## config.mk

```make
export PLATFORM = sky130hd
export DESIGN_NAME = imem_fetch_ctrl_flat
export DESIGN_NICKNAME = d
export VERILOG_FILES = /design/src/rtl/imem_fetch_ctrl_if.sv /design/src/rtl/imem_fetch_ctrl.sv /design/src/flat_wrapper.sv
export SDC_FILE = /design/constraint.sdc
export NUM_CORES = 1
export LEC_CHECK = 0
export CAP_MARGIN = 10
export CORE_ASPECT_RATIO = 2
export CORE_MARGIN = 2
export CORE_UTILIZATION = 40
export DETAILED_ROUTE_END_ITERATION = 7
export PLACE_DENSITY = 0.9
export SYNTH_ARGS = -nofsm -noshare
export SYNTH_HDL_FRONTEND = slang
export SYNTH_SLANG_ARGS = --single-unit
```

## constraint.sdc

```tcl
create_clock -name clk -period 3.29 [get_ports clk]
set_input_delay 0.658 -clock clk [delete_from_list [all_inputs] [get_ports clk]]
set_output_delay 0.658 -clock clk [all_outputs]
set_load 0.02 [all_outputs]
```

## src/rtl/imem_fetch_ctrl_if.sv

```systemverilog
// Bus between the fetch controller, the instruction memory and the core/loader.
// master = core/loader/memory side, slave = imem_fetch_ctrl.
interface imem_fetch_ctrl_if #(
  parameter int ADDR_W = 14
);
  logic              start;
  logic              halt;
  logic              stall;
  logic              branch_taken;
  logic [ADDR_W-1:0] branch_target;
  logic [ADDR_W-1:0] imem_pc;
  logic [31:0]       imem_ir;
  logic [31:0]       if_ir;
  logic [ADDR_W-1:0] if_pc;
  logic              if_valid;
  logic              ld_req;
  logic [ADDR_W-1:0] ld_addr;
  logic [31:0]       ld_data;
  logic              ld_gnt;
  logic              mem_we;
  logic [ADDR_W-1:0] mem_waddr;
  logic [31:0]       mem_wdata;
  logic              running;
  logic              halted;
  logic [31:0]       fetch_count;

  modport master (
    output start, halt, stall, branch_taken, branch_target, imem_ir,
           ld_req, ld_addr, ld_data,
    input  imem_pc, if_ir, if_pc, if_valid, ld_gnt, mem_we, mem_waddr,
           mem_wdata, running, halted, fetch_count
  );

  modport slave (
    input  start, halt, stall, branch_taken, branch_target, imem_ir,
           ld_req, ld_addr, ld_data,
    output imem_pc, if_ir, if_pc, if_valid, ld_gnt, mem_we, mem_waddr,
           mem_wdata, running, halted, fetch_count
  );
endinterface

```

## src/rtl/imem_fetch_ctrl.sv

```systemverilog
// Instruction fetch sequencer (IDLE/RUN/HALT) feeding a registered IF stage, plus
// loader/fetch write arbitration; 1-cycle fetch latency, stall holds, branch = 1 bubble.
module imem_fetch_ctrl #(
  parameter int                 ADDR_W   = 14,
  parameter logic [ADDR_W-1:0]  RESET_PC = '0,
  parameter logic [31:0]        NOP_WORD = 32'h0000_0000
) (
  input  logic               clk,
  input  logic               rst,
  imem_fetch_ctrl_if.slave   bus
);

  typedef enum logic [1:0] {
    ST_IDLE = 2'd0,
    ST_RUN  = 2'd1,
    ST_HALT = 2'd2
  } state_t;

  state_t            r_state;
  state_t            w_state_nxt;
  logic [ADDR_W-1:0] r_pc;
  logic [31:0]       r_if_ir;
  logic [ADDR_W-1:0] r_if_pc;
  logic              r_if_valid;
  logic [31:0]       r_fetch_count;
  logic              r_running;
  logic              r_halted;
  logic              w_ld_gnt;
  logic              w_fetch;

  // State register; running/halted are decoded from the next state so they
  // flip on the same edge as the state itself.
  always_ff @(posedge clk) begin
    if (rst) begin
      r_state   <= ST_IDLE;
      r_running <= 1'b0;
      r_halted  <= 1'b0;
    end else begin
      r_state   <= w_state_nxt;
      r_running <= (w_state_nxt == ST_RUN);
      r_halted  <= (w_state_nxt == ST_HALT);
    end
  end

  always_comb begin
    w_state_nxt = r_state;
    case (r_state)
      ST_IDLE: if (bus.start && !bus.ld_req) w_state_nxt = ST_RUN;
      ST_RUN:  if (bus.halt)                 w_state_nxt = ST_HALT;
      ST_HALT: if (bus.start)                w_state_nxt = ST_RUN;
      default:                               w_state_nxt = ST_IDLE;
    endcase
  end

  always_comb begin
    w_ld_gnt = 1'b0;
    w_fetch  = 1'b0;
    case (r_state)
      ST_IDLE: w_ld_gnt = bus.ld_req;
      ST_RUN:  w_fetch  = !bus.halt && !bus.branch_taken && !bus.stall;
      default: begin
        w_ld_gnt = 1'b0;
        w_fetch  = 1'b0;
      end
    endcase
  end

  // Fetch datapath: halt beats branch beats stall beats a normal fetch.
  always_ff @(posedge clk) begin
    if (rst) begin
      r_pc          <= RESET_PC;
      r_if_ir       <= NOP_WORD;
      r_if_pc       <= '0;
      r_if_valid    <= 1'b0;
      r_fetch_count <= '0;
    end else begin
      case (r_state)
        ST_IDLE: begin
          if (bus.start && !bus.ld_req) r_pc <= RESET_PC;
        end
        ST_RUN: begin
          if (bus.halt) begin
            r_if_valid <= 1'b0;
            r_if_ir    <= NOP_WORD;
            if (bus.branch_taken) r_pc <= bus.branch_target;
          end else if (bus.branch_taken) begin
            r_pc       <= bus.branch_target;
            r_if_valid <= 1'b0;
            r_if_ir    <= NOP_WORD;
            r_if_pc    <= r_pc;
          end else if (w_fetch) begin
            r_if_ir       <= bus.imem_ir;
            r_if_pc       <= r_pc;
            r_if_valid    <= 1'b1;
            r_pc          <= r_pc + {{(ADDR_W-1){1'b0}}, 1'b1};
            r_fetch_count <= r_fetch_count + 32'd1;
          end
        end
        default: begin
          r_pc <= r_pc;
        end
      endcase
    end
  end

  // Write side: address/data always pass through, only the strobe is gated.
  assign bus.ld_gnt      = w_ld_gnt;
  assign bus.mem_we      = w_ld_gnt;
  assign bus.mem_waddr   = bus.ld_addr;
  assign bus.mem_wdata   = bus.ld_data;

  assign bus.imem_pc     = r_pc;
  assign bus.if_ir       = r_if_ir;
  assign bus.if_pc       = r_if_pc;
  assign bus.if_valid    = r_if_valid;
  assign bus.running     = r_running;
  assign bus.halted      = r_halted;
  assign bus.fetch_count = r_fetch_count;

endmodule

```

## src/flat_wrapper.sv

```systemverilog
// flat-port wrapper written by rule: the top's interface ports become plain ports
module imem_fetch_ctrl_flat 
#(
  parameter int                 ADDR_W   = 14,
  parameter logic [ADDR_W-1:0]  RESET_PC = '0,
  parameter logic [31:0]        NOP_WORD = 32'h0000_0000
)
  (clk, rst, bus_start, bus_halt, bus_stall, bus_branch_taken, bus_branch_target, bus_imem_ir, bus_ld_req, bus_ld_addr, bus_ld_data, bus_imem_pc, bus_if_ir, bus_if_pc, bus_if_valid, bus_ld_gnt, bus_mem_we, bus_mem_waddr, bus_mem_wdata, bus_running, bus_halted, bus_fetch_count);
  imem_fetch_ctrl_if #(.ADDR_W(ADDR_W)) bus_i ();
  input  logic clk;
  input  logic rst;
  input wire logic [$bits(bus_i.start)-1:0] bus_start;
  input wire logic [$bits(bus_i.halt)-1:0] bus_halt;
  input wire logic [$bits(bus_i.stall)-1:0] bus_stall;
  input wire logic [$bits(bus_i.branch_taken)-1:0] bus_branch_taken;
  input wire logic [$bits(bus_i.branch_target)-1:0] bus_branch_target;
  input wire logic [$bits(bus_i.imem_ir)-1:0] bus_imem_ir;
  input wire logic [$bits(bus_i.ld_req)-1:0] bus_ld_req;
  input wire logic [$bits(bus_i.ld_addr)-1:0] bus_ld_addr;
  input wire logic [$bits(bus_i.ld_data)-1:0] bus_ld_data;
  output wire logic [$bits(bus_i.imem_pc)-1:0] bus_imem_pc;
  output wire logic [$bits(bus_i.if_ir)-1:0] bus_if_ir;
  output wire logic [$bits(bus_i.if_pc)-1:0] bus_if_pc;
  output wire logic [$bits(bus_i.if_valid)-1:0] bus_if_valid;
  output wire logic [$bits(bus_i.ld_gnt)-1:0] bus_ld_gnt;
  output wire logic [$bits(bus_i.mem_we)-1:0] bus_mem_we;
  output wire logic [$bits(bus_i.mem_waddr)-1:0] bus_mem_waddr;
  output wire logic [$bits(bus_i.mem_wdata)-1:0] bus_mem_wdata;
  output wire logic [$bits(bus_i.running)-1:0] bus_running;
  output wire logic [$bits(bus_i.halted)-1:0] bus_halted;
  output wire logic [$bits(bus_i.fetch_count)-1:0] bus_fetch_count;
  assign bus_i.start = bus_start;
  assign bus_i.halt = bus_halt;
  assign bus_i.stall = bus_stall;
  assign bus_i.branch_taken = bus_branch_taken;
  assign bus_i.branch_target = bus_branch_target;
  assign bus_i.imem_ir = bus_imem_ir;
  assign bus_i.ld_req = bus_ld_req;
  assign bus_i.ld_addr = bus_ld_addr;
  assign bus_i.ld_data = bus_ld_data;
  assign bus_imem_pc = bus_i.imem_pc;
  assign bus_if_ir = bus_i.if_ir;
  assign bus_if_pc = bus_i.if_pc;
  assign bus_if_valid = bus_i.if_valid;
  assign bus_ld_gnt = bus_i.ld_gnt;
  assign bus_mem_we = bus_i.mem_we;
  assign bus_mem_waddr = bus_i.mem_waddr;
  assign bus_mem_wdata = bus_i.mem_wdata;
  assign bus_running = bus_i.running;
  assign bus_halted = bus_i.halted;
  assign bus_fetch_count = bus_i.fetch_count;
  imem_fetch_ctrl #(.ADDR_W(ADDR_W), .RESET_PC(RESET_PC), .NOP_WORD(NOP_WORD)) u_core (.clk(clk), .rst(rst), .bus(bus_i));
endmodule
```

Word-level counts from Yosys, hierarchy flattened
Index checks and enable logic that the tools add are counted.
{"block": "totals", "regBits": 97, "output_inout_bits": 143, "wordCells": 54}
{"block": "classes", "n_addsub": 2, "n_eq_ne": 7, "muxes": 20, "n_bitwise": 2, "n_reduce_logical": 15}
{"operator": "14-bit 2-to-1 mux", "count": 7}
{"operator": "32-bit 2-to-1 mux", "count": 3}
{"operator": "32-bit by 1-bit adder with 32-bit output (second input constant)", "count": 1}
{"operator": "14-bit case mux with 2 select lines", "count": 1}
{"operator": "14-bit by 1-bit adder with 14-bit output (second input constant)", "count": 1}
{"operator": "4-bit AND reduction", "count": 2}
{"operator": "2-bit 2-to-1 mux", "count": 3}
{"operator": "2-bit case mux with 3 select lines", "count": 1}
{"operator": "1-bit 2-to-1 mux", "count": 5}
{"operator": "2-bit by 1-bit == test with 1-bit output (second input constant)", "count": 2}
{"operator": "2-bit == test (second input constant)", "count": 2}
{"operator": "1-bit logical NOT", "count": 4}
{"operator": "2-bit nonzero test", "count": 2}
{"operator": "1-bit logical AND", "count": 3}
{"operator": "3-bit by 2-bit != test with 1-bit output (second input constant)", "count": 1}
{"operator": "3-bit != test (second input constant)", "count": 1}
{"operator": "3-bit AND reduction", "count": 1}
{"operator": "3-bit nonzero test", "count": 1}
{"operator": "2-bit logical NOT", "count": 1}
{"operator": "2-bit by 1-bit != test with 1-bit output (second input constant)", "count": 1}
{"operator": "1-bit NOT", "count": 2}
{"operator": "2-bit AND reduction", "count": 1}

Logic depth before layout (Yosys ltp)
{"block": "logic_depth", "ltp_word": 8, "ltp_mapped": 7, "depth_no_buf": 5}

Worst setup path before layout
No wires, ideal clock.
{"block": "synth_path", "kind": "in2reg", "from": "input port bus_halt", "to": "register u_core.r_fetch_count[30] (netlist: u_core.bus.fetch_count[30])", "arrival_ns": 2.462, "slack_ns": 0.707, "stages": 6, "n_path_buf": 2, "cell_sequence": "or4b_4 -> buf_6 -> or4_1 -> clkbuf_1 -> nor3_1 -> mux2_2"}
{"block": "synth_between", "elab_chain_cells": 5}
{"item": "start: declaration", "line": "flat_wrapper.sv:13", "rtl": "input wire logic [$bits(bus_i.halt)-1:0] bus_halt;"}
{"item": "1-bit logical NOT", "line": "imem_fetch_ctrl.sv:60", "rtl": "ST_RUN: w_fetch = !bus.halt && !bus.branch_taken && !bus.stall;"}
{"item": "1-bit logical AND (2 in a row)", "line": "imem_fetch_ctrl.sv:60"}
{"item": "1-bit 2-to-1 mux", "line": "imem_fetch_ctrl.sv:58", "rtl": "case (r_state)"}
{"item": "4-bit AND reduction (no line) *"}
{"item": "end signal: assignment", "line": "imem_fetch_ctrl.sv:96", "rtl": "r_fetch_count <= r_fetch_count + 32'd1;"}
{"item": "end: declaration", "line": "imem_fetch_ctrl.sv:25", "rtl": "logic [31:0] r_fetch_count;"}
Every way passes the cells marked *; elsewhere a longest branch is shown, timed or not.
A chain may end at the register's enable or synchronous reset.

Final worst setup path
{"block": "layout_path", "from": "input port bus_halt", "to": "register u_core.r_fetch_count[12] (netlist: u_core.bus.fetch_count[12])"}
Same word-level chain as after synthesis.

==> impl_metrics.json <==
{
  "ys.flop_type": "dfxtp_1",
  "cts_tree": "done",
  "die_w_um": 80.3,
  "crit_arrival_ps": 3070,
  "critPathLaunchType": "input port",
  "postPlaceCellArea_mm2": 0.00593,
  "firstDrtPassIters": 5,
  "postCtsSetupBuffers": 0,
  "finalCritPeriodShare_pct": 85.2,
  "die-area_mm2": 0.0126,
  "timing_hold_violations_final": 0,
  "multi_input_area_mm2": 0.00217,
  "io_buffers": 149,
  "grt_usage_pct": 22.4,
  "finalSetupTns_ps": 0,
  "p_int_mw": 1.89,
  "holdWs_ps": 500,
  "grt-ovfl-total": 0,
  "fmax_ghz": 0.357,
  "slew_viol_final": 0,
  "drc": 0,
  "rows": 55,
  "first_iter_violations": 239,
  "cts.sinks": 97,
  "synth_area_mm2": 0.00466,
  "dp_hpwl_mm": 10.2,
  "cp.depth": 7,
  "final_area_mm2": 0.00625,
  "gp_congestion": 0.939,
  "grt_max_degree": 89,
  "tightestPinTransition_ps": 905,
  "worstRegToRegCells": 6,
  "pwr_density_cell_mw_per_mm2": 401,
  "syn2layout_area_growth_pct": 34.2,
  "cts_buffers": 9,
  "post_cts_resized": 0,
  "cp.required_ps": 3560,
  "postCtsHoldBufs": 0,
  "rr_endpoint": "u_core.bus.fetch_count[12]",
  "nNetsFinal": 739,
  "rrSetupSlack_ps": 770,
  "leakagePower_nw": 2.13,
  "clk_latency_ps": 350,
  "fin_worst_skew_ps": 10.7,
  "path_delay_family": "simple AND/OR/NAND/NOR gates",
  "fin_util_pct": 55.0,
  "antenna_left": 0,
  "path_cells": "clkdlybuf4s50_1 > or4b_4 > buf_4 > or4_1 > buf_4 > or3_1 > a21oi_1",
  "clock-root-buffer": "clkbuf_16",
  "cpMaxStageDelayCell": "or4_1",
  "critPathBufInv": 3,
  "async_reset_ff_share_pct": 0,
  "pin_count": 242,
  "ctsLongestPathBuffers": 2,
  "synthCells": 549,
  "htree_num_levels": 3,
  "antenna_found_initial": 0,
  "drive_above_1_share_pct": 6.84,
  "wl_per_cell_um": 17.6,
  "wl_mm": 13.8,
  "syn-num-nets": 650,
  "dp.cells": 769,
  "cp_common_cell": "buf_4",
  "synth.distinct_cells": 50,
  "fin_crit_ps": 2800,
  "switching_power_mw": 0.608,
  "rsz0062_at_grt": "false",
  "seq_power_share_pct": 47.9,
  "seq_area_mm2": 0.00194,
  "synth_area_per_cell_um2": 8.48,
  "synth_edf_count": 0,
  "crit_fanout": 6,
  "ir_worst_vdd_uv": 374,
  "n_fill_cell": 1050,
  "clkTransAtPathRegs_ps": 80,
  "grt_pass1_vias": 4466,
  "final_common_cell": "clkdlybuf4s50_1",
  "p_clk_share_pct": 43.8,
  "finalNonFillerCells": 786,
  "cap_violations": 0,
  "setup_viol": 0,
  "switching_share_pct": 24.3,
  "status": "finished, final reports clean",
  "r2r-start": "u_core.bus.fetch_count[0]",
  "yosysWarningCount": 0,
  "ys_seq_area_share_pct": 41.7,
  "setup.worst_path.end_class": "flip-flop",
  "ys_ff_latch": 97,
  "start_util_pct": 41.0,
  "routed-via-count": 4453,
  "crit_end": "u_core.bus.fetch_count[12]",
  "die_y_um": 157,
  "routed_via_density": 5.67,
  "critical_path_class": "input port to flip-flop",
  "hp-class": "flip-flop to flip-flop",
  "slowest_delay_ps": 580,
  "grt_pass1_wl_mm": 22.1,
  "crit_start": "bus_halt",
  "holdPathStages": 2,
  "core_area_mm2": 0.0114,
  "layout_common_cells": "clkdlybuf4s50_1 (148), dfxtp_1 (97), nor2_1 (70), a22oi_1 (33), a21oi_1 (31)",
  "power.combinational.fraction_pct": 8.3,
  "max-slew-margin-rel_pct": 39.7
}
==> worst min-delay path: cells and delay by family, from the launching register on <==
kind / cells / cell delay (ps)
flops: 1 / 330
simple gates: 1 / 70
compound gates: 1 / 60
==> synthesized netlist by cell type (2+ instances only) <==
| master | instances | area, um^2 |
|---|---|---|
| a211oi_1 | 2 | 15.0 |
| a21oi_1 | 31 | 155 |
| a22oi_1 | 33 | 248 |
| a31oi_1 | 5 | 31.3 |
| and2_1 | 5 | 31.3 |
| and3_1 | 2 | 12.5 |
| and4_1 | 4 | 35.0 |
| buf_1 | 3 | 11.3 |
| buf_2 | 2 | 10.0 |
| buf_4 | 48 | 360 |
| buf_6 | 2 | 22.5 |
| clkbuf_1 | 30 | 113 |
| dfxtp_1 | 97 | 1940 |
| ha_1 | 2 | 25.0 |
| inv_1 | 10 | 37.5 |
| mux2_2 | 5 | 56.3 |
| mux2i_1 | 17 | 170 |
| nand2_1 | 25 | 93.8 |
| nand2b_1 | 4 | 25.0 |
| nand3_1 | 16 | 80.1 |
| nand4_1 | 14 | 87.6 |
| nand4b_1 | 2 | 17.5 |
| nor2_1 | 71 | 267 |
| nor2b_1 | 6 | 37.5 |
| nor3_1 | 8 | 40.0 |
| nor3b_1 | 5 | 37.5 |
| nor4_1 | 9 | 56.3 |
| nor4b_1 | 4 | 35.0 |
| o21ai_0 | 24 | 120 |
| o21ai_1 | 2 | 10.0 |
| o31a_1 | 2 | 17.5 |
| o31ai_1 | 10 | 75.1 |
| o32ai_1 | 2 | 17.5 |
| or2_2 | 2 | 12.5 |
| or3_1 | 13 | 81.3 |
| or4_1 | 11 | 82.6 |
| xnor2_1 | 8 | 70.1 |
==> power by group through the flow <==
stage                     Clock, mW  Sequential (mW)  Combinational (mW)
after floorplan                   0             1.23               0.166
after global placement            0             1.22               0.204
after detailed placement          0             1.22               0.207
after CTS                      1.12             1.20               0.208
after global routing           1.17             1.20               0.225
final                          1.10             1.20               0.208
==> state kept, by name (all words and copies together), names as in the netlist <==
register                count
u_core.bus.imem_pc         14
u_core.r_state              2
u_core.bus.fetch_count     32
u_core.bus.if_pc           14
u_core.bus.if_ir           32
u_core.bus.halted           1
u_core.bus.if_valid         1
u_core.bus.running          1
==> through the flow <==
step / setup WS, ps / power (mW)
after floorplan: 707 / 1.40
after global routing: 415 / 2.59
after global placement: 161 / 1.43
final: 488 / 2.50
after CTS: 471 / 2.52
after detailed placement: 89.8 / 1.43
==> cell type report <==
| class | count | area share, % |
|---|---|---|
| diodes | 1 | 0.0401 |
| clock buffers | 9 | 3.61 |
| clock inverters | 7 | 1.34 |
| inverters | 10 | 0.601 |
| multi-input cells | 357 | 34.8 |
| flip-flops and latches | 97 | 31.1 |
| well taps | 142 | 2.84 |
| repair buffers | 163 | 25.7 |
==> logic make-up (layout without fill, tap and decap cells) <==
family | after synthesis | after routing | share of synthesized area, %
other | 0 | 1 | 0
xor gates and xnor gates | 8 | 8 | 1.51
adders and majority gates | 2 | 2 | 0.537
AOI/OAI and AO/OA | 119 | 119 | 16.3
DFF | 97 | 97 | 41.7
and+or+nand+nor | 206 | 206 | 23.2
muxes | 22 | 22 | 4.86
buffers and inverters | 95 | 189 | 11.9
==> layer usage <==
layer  part of all wire [%]  vias up  GRT usage (%)  routed length (um)
li1                       -     2108              -                   -
met1                     35     2119           23.1                4810
met2                     56      167           40.7                7680
met3                    4.9       59           4.15                 681
met4                    4.5        0           13.4                 626
met5                      0        -              0                   0
==> worst min-delay path by stage <==
stage                                    start                    endpoint  slack, ps
floorplan           u_core.bus.fetch_count[19]  u_core.bus.fetch_count[19]        570
global placement           u_core.bus.if_valid         u_core.bus.if_valid        470
detailed placement        u_core.bus.if_ir[26]        u_core.bus.if_ir[26]        480
CTS                        u_core.bus.if_pc[9]         u_core.bus.if_pc[9]        500
global route              u_core.bus.if_ir[31]        u_core.bus.if_ir[31]        530
finish                     u_core.bus.if_ir[4]         u_core.bus.if_ir[4]        500
(Power assumes the default switching activity.)
